<file path="src/rtl/snake_pkg.sv">
// Shared direction codes and field widths for the snake heading/position logic.
package snake_pkg;

    localparam int COORD_W = 6;
    localparam int DIR_W   = 2;

    typedef logic [COORD_W-1:0] coord_t;
    typedef logic [DIR_W-1:0]   dir_t;

    localparam dir_t UP    = 2'd0;
    localparam dir_t DOWN  = 2'd1;
    localparam dir_t RIGHT = 2'd2;
    localparam dir_t LEFT  = 2'd3;

endpackage

</file>
<file path="src/rtl/snake_dir_ctrl_if.sv">
// Bundle between the direction controller, the board buttons and the next-head calculator.
interface snake_dir_ctrl_if;
    import snake_pkg::*;

    logic [3:0] i_Btn;
    logic       i_Run;
    coord_t     i_Next_x;
    coord_t     i_Next_y;
    dir_t       i_Next_Way;
    dir_t       o_Way;
    dir_t       o_Push;
    coord_t     o_Head_x;
    coord_t     o_Head_y;
    logic       o_Step;

    modport slave (
        input  i_Btn, i_Run, i_Next_x, i_Next_y, i_Next_Way,
        output o_Way, o_Push, o_Head_x, o_Head_y, o_Step
    );

    modport master (
        output i_Btn, i_Run, i_Next_x, i_Next_y, i_Next_Way,
        input  o_Way, o_Push, o_Head_x, o_Head_y, o_Step
    );

endinterface

</file>
<file path="src/rtl/snake_dir_ctrl_debounce.sv">
// Single-button synchroniser and debouncer; emits a one-cycle pulse on each debounced press.
module btn_debounce #(
    parameter int DB_CNT = 1000000,
    parameter int DB_W   = 20
) (
    input  logic i_Clk,
    input  logic i_Rst,
    input  logic i_Btn,
    output logic o_Level,
    output logic o_Press
);

    localparam logic [DB_W-1:0] DB_LAST = DB_W'(DB_CNT - 1);

    logic            sync_a;
    logic            sync_b;
    logic            level;
    logic            press;
    logic [DB_W-1:0] cnt;

    // Counter measures how long the synced input has disagreed with the debounced level
    always_ff @(posedge i_Clk) begin
        if (!i_Rst) begin
            sync_a <= 1'b0;
            sync_b <= 1'b0;
            level  <= 1'b0;
            press  <= 1'b0;
            cnt    <= '0;
        end else begin
            sync_a <= i_Btn;
            sync_b <= sync_a;
            press  <= 1'b0;
            if (sync_b == level) begin
                cnt <= '0;
            end else if (cnt == DB_LAST) begin
                level <= ~level;
                press <= ~level;
                cnt   <= '0;
            end else begin
                cnt <= cnt + 1'b1;
            end
        end
    end

    assign o_Level = level;
    assign o_Press = press;

endmodule

</file>
<file path="src/rtl/snake_dir_ctrl.sv">
// Holds the snake's committed heading/head position, latches the latest debounced
// direction press and commits the calculator's result on every step tick.
module snake_dir_ctrl
    import snake_pkg::*;
#(
    parameter int     DB_CNT    = 1000000,
    parameter int     DB_W      = 20,
    parameter int     STEP_CYC  = 5000000,
    parameter int     STEP_W    = 23,
    parameter coord_t START_X   = 6'd32,
    parameter coord_t START_Y   = 6'd32,
    parameter dir_t   START_WAY = 2'd2
) (
    input  logic                   i_Clk,
    input  logic                   i_Rst,
    snake_dir_ctrl_if.slave        bus
);

    localparam logic [STEP_W-1:0] STEP_LAST = STEP_W'(STEP_CYC - 1);

    logic [3:0]        press;
    logic [3:0]        unused_level;
    logic              press_any;
    dir_t              press_code;
    logic              tick;
    logic [STEP_W-1:0] timer;
    logic              pending;
    dir_t              push_q;
    dir_t              way_q;
    coord_t            head_x;
    coord_t            head_y;
    logic              step_q;

    for (genvar g = 0; g < 4; g++) begin : g_btn
        btn_debounce #(
            .DB_CNT (DB_CNT),
            .DB_W   (DB_W)
        ) u_db (
            .i_Clk   (i_Clk),
            .i_Rst   (i_Rst),
            .i_Btn   (bus.i_Btn[g]),
            .o_Level (unused_level[g]),
            .o_Press (press[g])
        );
    end

    // Scan from the highest code down so the lowest simultaneous press wins
    always_comb begin
        press_any  = 1'b0;
        press_code = UP;
        for (int i = 3; i >= 0; i--) begin
            if (press[i]) begin
                press_any  = 1'b1;
                press_code = dir_t'(i);
            end
        end
    end

    assign tick = (timer == STEP_LAST) && bus.i_Run;

    always_ff @(posedge i_Clk) begin
        if (!i_Rst) begin
            timer   <= '0;
            pending <= 1'b0;
            push_q  <= START_WAY;
            way_q   <= START_WAY;
            head_x  <= START_X;
            head_y  <= START_Y;
            step_q  <= 1'b0;
        end else begin
            step_q <= tick;
            if (!bus.i_Run || tick) begin
                timer <= '0;
            end else begin
                timer <= timer + 1'b1;
            end
            if (tick) begin
                head_x <= bus.i_Next_x;
                head_y <= bus.i_Next_y;
                way_q  <= bus.i_Next_Way;
            end
            // A press landing on the tick edge survives as the next pending command
            if (press_any) begin
                push_q  <= press_code;
                pending <= 1'b1;
            end else if (tick) begin
                pending <= 1'b0;
            end
        end
    end

    assign bus.o_Way    = way_q;
    assign bus.o_Push   = pending ? push_q : way_q;
    assign bus.o_Head_x = head_x;
    assign bus.o_Head_y = head_y;
    assign bus.o_Step   = step_q;

endmodule
</file>
<file path="src/flat_wrapper.sv">
// flat-port wrapper written by rule: the top's interface ports become plain ports
module snake_dir_ctrl_flat import snake_pkg::*;
#(
    parameter int     DB_CNT    = 1000000,
    parameter int     DB_W      = 20,
    parameter int     STEP_CYC  = 5000000,
    parameter int     STEP_W    = 23,
    parameter coord_t START_X   = 6'd32,
    parameter coord_t START_Y   = 6'd32,
    parameter dir_t   START_WAY = 2'd2
)
  (i_Clk, i_Rst, bus_i_Btn, bus_i_Run, bus_i_Next_x, bus_i_Next_y, bus_i_Next_Way, bus_o_Way, bus_o_Push, bus_o_Head_x, bus_o_Head_y, bus_o_Step);
  snake_dir_ctrl_if bus_i ();
  input  logic i_Clk;
  input  logic i_Rst;
  input wire logic [$bits(bus_i.i_Btn)-1:0] bus_i_Btn;
  input wire logic [$bits(bus_i.i_Run)-1:0] bus_i_Run;
  input wire logic [$bits(bus_i.i_Next_x)-1:0] bus_i_Next_x;
  input wire logic [$bits(bus_i.i_Next_y)-1:0] bus_i_Next_y;
  input wire logic [$bits(bus_i.i_Next_Way)-1:0] bus_i_Next_Way;
  output wire logic [$bits(bus_i.o_Way)-1:0] bus_o_Way;
  output wire logic [$bits(bus_i.o_Push)-1:0] bus_o_Push;
  output wire logic [$bits(bus_i.o_Head_x)-1:0] bus_o_Head_x;
  output wire logic [$bits(bus_i.o_Head_y)-1:0] bus_o_Head_y;
  output wire logic [$bits(bus_i.o_Step)-1:0] bus_o_Step;
  assign bus_i.i_Btn = bus_i_Btn;
  assign bus_i.i_Run = bus_i_Run;
  assign bus_i.i_Next_x = bus_i_Next_x;
  assign bus_i.i_Next_y = bus_i_Next_y;
  assign bus_i.i_Next_Way = bus_i_Next_Way;
  assign bus_o_Way = bus_i.o_Way;
  assign bus_o_Push = bus_i.o_Push;
  assign bus_o_Head_x = bus_i.o_Head_x;
  assign bus_o_Head_y = bus_i.o_Head_y;
  assign bus_o_Step = bus_i.o_Step;
  snake_dir_ctrl #(.DB_CNT(DB_CNT), .DB_W(DB_W), .STEP_CYC(STEP_CYC), .STEP_W(STEP_W), .START_X(START_X), .START_Y(START_Y), .START_WAY(START_WAY)) u_core (.i_Clk(i_Clk), .i_Rst(i_Rst), .bus(bus_i));
endmodule
</file>
<file path="config.mk">
export PLATFORM = sky130hd
export DESIGN_NAME = snake_dir_ctrl_flat
export DESIGN_NICKNAME = d
export VERILOG_FILES = /design/src/rtl/snake_pkg.sv /design/src/rtl/snake_dir_ctrl_if.sv /design/src/rtl/snake_dir_ctrl_debounce.sv /design/src/rtl/snake_dir_ctrl.sv /design/src/flat_wrapper.sv
export SDC_FILE = /design/constraint.sdc
export NUM_CORES = 1
export LEC_CHECK = 0
export BUFFER_PORTS_ARGS = -buffer_cell sky130_fd_sc_hd__buf_2
export CAP_MARGIN = 20
export CORE_AREA = 2 2 109 111
export CTS_CLUSTER_DIAMETER = 120
export DETAILED_ROUTE_END_ITERATION = 10
export DIE_AREA = 0 0 111 113
export PLACE_DENSITY = 0.73
export SLEW_MARGIN = 20
export SYNTH_ARGS = -nofsm -noshare
export SYNTH_HDL_FRONTEND = slang
export SYNTH_SLANG_ARGS = --single-unit
</file>
<file path="constraint.sdc">
create_clock -name i_Clk -period 1.78 [get_ports i_Clk]
set_input_delay 0.178 -clock i_Clk [delete_from_list [all_inputs] [get_ports i_Clk]]
set_output_delay 0.178 -clock i_Clk [all_outputs]
set_load 0.03 [all_outputs]
</file>
* After elaboration in Yosys (flattened, before gate mapping)
Index checks and enable logic that the tools add are counted.
Operators by class: equal/unequal tests 9, add/subtract/negate cells 5, muxes and demuxes 11, bitwise logic cells 13, reduce and logical (&&, ||, !) cells 17
Operators with widths (count):
- adder 20 x 1 -> 20 bit (second input constant) | 4
- equality test 20 bit (second input constant) | 4
- OR reduction 3 bit | 8
- adder 23 x 1 -> 23 bit (second input constant) | 1
- equality test 23 bit (second input constant) | 1
- inverter 1 bit | 13
- 2-to-1 mux 2 bit | 5
- AND reduction 2 bit | 4
- 2-to-1 mux 1 bit | 6
- equality test 1 bit | 4
- nonzero test 2 bit | 1
- OR reduction 2 bit | 1
- logical AND 1 bit | 1
- zero test 1 bit | 1
- logical OR 1 bit | 1
Storage, ports and cells: register bits 137, output and inout bits 17

* Logic depth before layout (Yosys ltp)
depth after elaboration 5, depth in mapped cells 7

* By module
From an unflattened synthesis, not the netlist that was laid out.
Second synthesis, totals: cells, all modules 693, area, all modules 6178.4 um^2
By module, submodules not included:
- btn_debounce | instances 4, area each 1073.5 um^2, cells each 121
- snake_dir_ctrl | instances 1, area each 1884.3 um^2, cells each 209

* Worst setup path after synthesis
OpenSTA, ideal clock, no wires.
path kind flip-flop to flip-flop, start point reg u_core.timer[0], end point reg u_core.timer[22], clock period less this slack 1.955 ns, path slack -0.175 ns, stages on the path, launching flop included 6, required time 1.709 ns, setup time 0.071 ns, arrival time 1.884 ns, cells stage by stage dfxtp_1 ha_1 nand4_2 or4_4 or4_1 a21oi_1
Between the ends: cells in the longest elaborated chain, start to end 4
Ends and longest elaborated chain:
- from (decl) | RTL line snake_dir_ctrl.sv:26 | logic [STEP_W-1:0] timer;
- from (signal assigned) | RTL line snake_dir_ctrl.sv:75 | timer <= timer + 1'b1;
- branches (longest 4 deep; another with adder 23 x 1 -> 23 bit)
Several ways; the timed one is not identified. A chain may end at the register's enable or synchronous reset.

* Worst setup path after layout
start point reg u_core.g_btn[2].u_db.cnt[6], end point reg u_core.g_btn[2].u_db.cnt[18]
Between the ends: cells in the longest elaborated chain, start to end 2
Ends and longest elaborated chain:
- from (decl) | RTL line snake_dir_ctrl_debounce.sv:19 | logic [DB_W-1:0] cnt;
- from (signal assigned) | RTL line snake_dir_ctrl_debounce.sv:40 | cnt <= cnt + 1'b1;
- branches (longest 2 deep; another with adder 20 x 1 -> 20 bit)
Several ways; the timed one is not identified.

==> results_dict.tcl <==
set metrics [dict create \
    drc 0 \
    port_buffers 37 \
    ys_ff_latch 137 \
    final_core_util 0.683 \
    grt.overflow.total 0 \
    ant_nets 0 \
    synth_nets 712 \
    setup_viol 24 \
    die-height_um 113 \
    cts_tree "done" \
    grt_pass1_vias 5154 \
    maxCapViolCount 0 \
    p_clk_frac 0.523 \
    cts_buffer_depth 2 \
    switching_power_w 0.00151 \
    start_util 0.528 \
    clock_sink_count 137 \
    p_leak_nw 2.68 \
    avgSynthCellArea_um2 8.68 \
    tightest_slew_ns 0.403 \
    irDropWorstVdd_uv 743 \
    hp-class "in -> reg" \
    swShare 0.224 \
    setup_tns_ns -3.20 \
    coreArea_mm2 0.0113 \
    drt_wl_total_mm 14.2 \
    antenna_found_initial 1 \
    place_congestion 0.826 \
    cts_max_level 4 \
    area_growth_pct 29.2 \
    fill_cells 854 \
    status "complete, but fails checks" \
    grt_pass1_wl_mm 23.3 \
    cp_max_fo 9 \
    seqCellArea_mm2 0.00277 \
    route.vias.total 5477 \
    async_flop_share 0 \
    slew_violations 0 \
    grt_max_degree 23 \
    critPathLaunchType "flop" \
    p_int_w 0.00522 \
    violations "negative setup slack" \
    wl_per_cell_um 14.9 \
    routed_via_density 5.72 \
    period_share 1.10 \
    placed_area_mm2 0.00681 \
    dr.pass1.iters 5 \
    hold_violations 0 \
    fin_area_mm2 0.00769 \
    p_per_area_mw_per_mm2 874 \
    clock_skew_ns 0.00717 \
    syn_inst 686 \
    rsz0062_at_grt "yes" \
    grt_usage 0.225 \
    die_area_mm2 0.0125 \
    comb_power_share 0.018 \
    crit_type "reg -> reg" \
    yosys_warnings 0 \
    dp_hpwl_mm 9.53 \
    yosysUniqueCellTypes 41 \
    drive_gt1_frac 0.258 \
    row_count 39 \
    power_w 0.00673 \
    clk_latency_ns 0.42 \
    crit_path_end_kind "flop" \
    numCtsBuffers 17 \
    seqPwrFrac 0.459 \
    relSlewSlack 0.729 \
    arrival_ns 2.24 \
    synth_edf_count 0 \
    fmax_ghz 0.511 \
    netlist_area_mm2 0.00596 \
    final_nets 826 \
    fp.dieW_um 111 \
    synth-seq-area-share 0.461 \
    synthFlopType "dfxtp_1" \
    drt-initial-drc-count 385 \
    period_minus_slack_ns 1.96 \
    cts-root-buf "clkbuf_16" \
    clk_pin_slew_ns 0.06 \
    critPathRequiredTime_ns 2.06 \
    boundaryPins 38 \
    fin_ws_ns -0.175 \
    multi_input_area_mm2 0.00317 \
]
-- what timing repair did --
item                                    4_1_cts  5_1_grt
endpoints found under the setup margin       29      104
cloned                                        0        1
hold buffers                                  7        0
resized for setup                             9       40
pin swaps                                     6        9
setup buffers                                 2        4
endpoints found under the hold margin         7        0
-- state kept, by name (all words and copies together), names as in the netlist --
signal                     flops
u_core.bus.o_Head_x            6
u_core.bus.o_Head_y            6
u_core.bus.o_Step              1
u_core.bus.o_Way               2
u_core.g_btn.u_db.cnt         80
u_core.g_btn.u_db.o_Level      4
u_core.g_btn.u_db.o_Press      4
u_core.g_btn.u_db.sync_a       4
u_core.g_btn.u_db.sync_b       4
u_core.pending                 1
u_core.push_q                  2
u_core.timer                  23
-- final cells by class --
class	instances	share of cell area
sequential	137	0.360
clock inverter	15	0.0216
clock buffer	17	0.0553
antenna	1	0.000325
timing repair buffer	126	0.117
inverter	21	0.0102
tap	143	0.0233
multi-input combinational	497	0.412
-- through the flow --
stage	hold slack, ns	cells	setup WS, ns
6_report	0.0231	957	-0.175
5_1_grt	0.0185	956	-0.227
4_1_cts	0.00434	951	-0.177
3_5_place_dp	0.388	910	-0.158
3_3_place_gp	0.387	910	-0.103
2_1_floorplan	0.305	686	-0.0711
-- cells by family after synthesis --
kind of cell,after synthesis,share of synthesized area
adders and majority gates,5,0.0105
and+or+nand+nor,316,0.296
DFF,137,0.461
muxes,2,0.00378
buffers and inverters,52,0.0344
xor gates and xnor gates,61,0.0897
AOI/OAI and AO/OA,113,0.105
-- final timing paths --
path	start	endpoint	slack, ns	cells past startpoint
setup reg to reg	u_core.g_btn[2].u_db.cnt[6]	u_core.g_btn[2].u_db.cnt[18]	-0.18	5
setup / recovery	u_core.g_btn[2].u_db.cnt[6]	u_core.g_btn[2].u_db.cnt[18]	-0.18	5
hold / removal	bus_i_Next_y[5]	u_core.bus.o_Head_y[5]	0.02	3
hold reg to reg	u_core.g_btn[2].u_db.sync_a	u_core.g_btn[2].u_db.sync_b	0.44	1
-- critical path, stage by stage, from the launching register on --
cell and delay [ns]:
dfxtp_2 0.32, or4_1 0.52, or4_4 0.56, o211ai_4 0.21, buf_6 0.17, a21oi_2 0.05
-- placed cells by master (no fill, tap or decap), types with 3 or more instances in the layout --
cell type,synthesis,routed
nand3_2,2,3
or3_1,26,26
and2_1,14,14
a21oi_2,0,6
clkbuf_16,0,17
nand3_1,40,39
dfxtp_4,0,3
nor3_1,11,11
buf_6,0,5
nand4_1,37,37
dfxtp_2,0,15
xor2_1,36,36
and4_1,11,10
and3_1,11,9
o21ai_0,38,37
dfxtp_1,137,119
inv_1,20,20
o211ai_1,3,3
inv_6,0,6
or4_1,19,14
buf_2,1,37
nor4b_2,0,4
clkinvlp_4,0,3
buf_4,2,76
nor4_1,11,9
or4_4,2,7
nor2_1,74,73
a21oi_1,52,46
dlygate4sd3_1,0,7
xnor2_1,25,25
o31ai_1,18,18
nand2_1,38,37
ha_4,0,3
clkinv_4,0,3
-- synthesized netlist by cell type, types with 3 or more instances --
master    instances  area (µm²)
o31ai_1          18         135
a21oi_1          52         260
or4_1            19         143
nor4b_1           6        52.6
inv_1            20        75.1
xor2_1           36         315
nand3_1          40         200
and3_1           11        68.8
nand2_1          38         143
nor4_1           11        68.8
nor3_1           11        55.1
nand4_1          37         231
xnor2_1          25         219
clkbuf_1         26        97.6
o211ai_1          3        22.5
o21ai_0          38         190
and2_1           14        87.6
nor2_1           74         278
nor3b_1           3        22.5
and4_1           11        96.3
dfxtp_1         137        2740
or3_1            26         163
ha_1              5        62.6
-- power by group through the flow --
stage	Clock (W)	Sequential, W	Combinational (W)
4_1_cts	0.00357	0.00309	0.000118
3_3_place_gp	0	0.00315	0.000101
5_1_grt	0.00371	0.00308	0.000136
2_1_floorplan	0	0.00315	0.0000541
3_5_place_dp	0	0.00316	0.000105
6_report	0.00352	0.00309	0.000124
-- routing by layer --
| metal | global-route usage | wire [µm] | share of wire |
|---|---|---|---|
| met5 | 0 | 0 | 0 |
| met1 | 0.280 | 6270 | 0.44 |
| met2 | 0.374 | 7110 | 0.50 |
| met4 | 0.0875 | 239 | 0.017 |
| met3 | 0.0627 | 600 | 0.042 |
No activity file was read; power rests on OpenSTA's default activity.
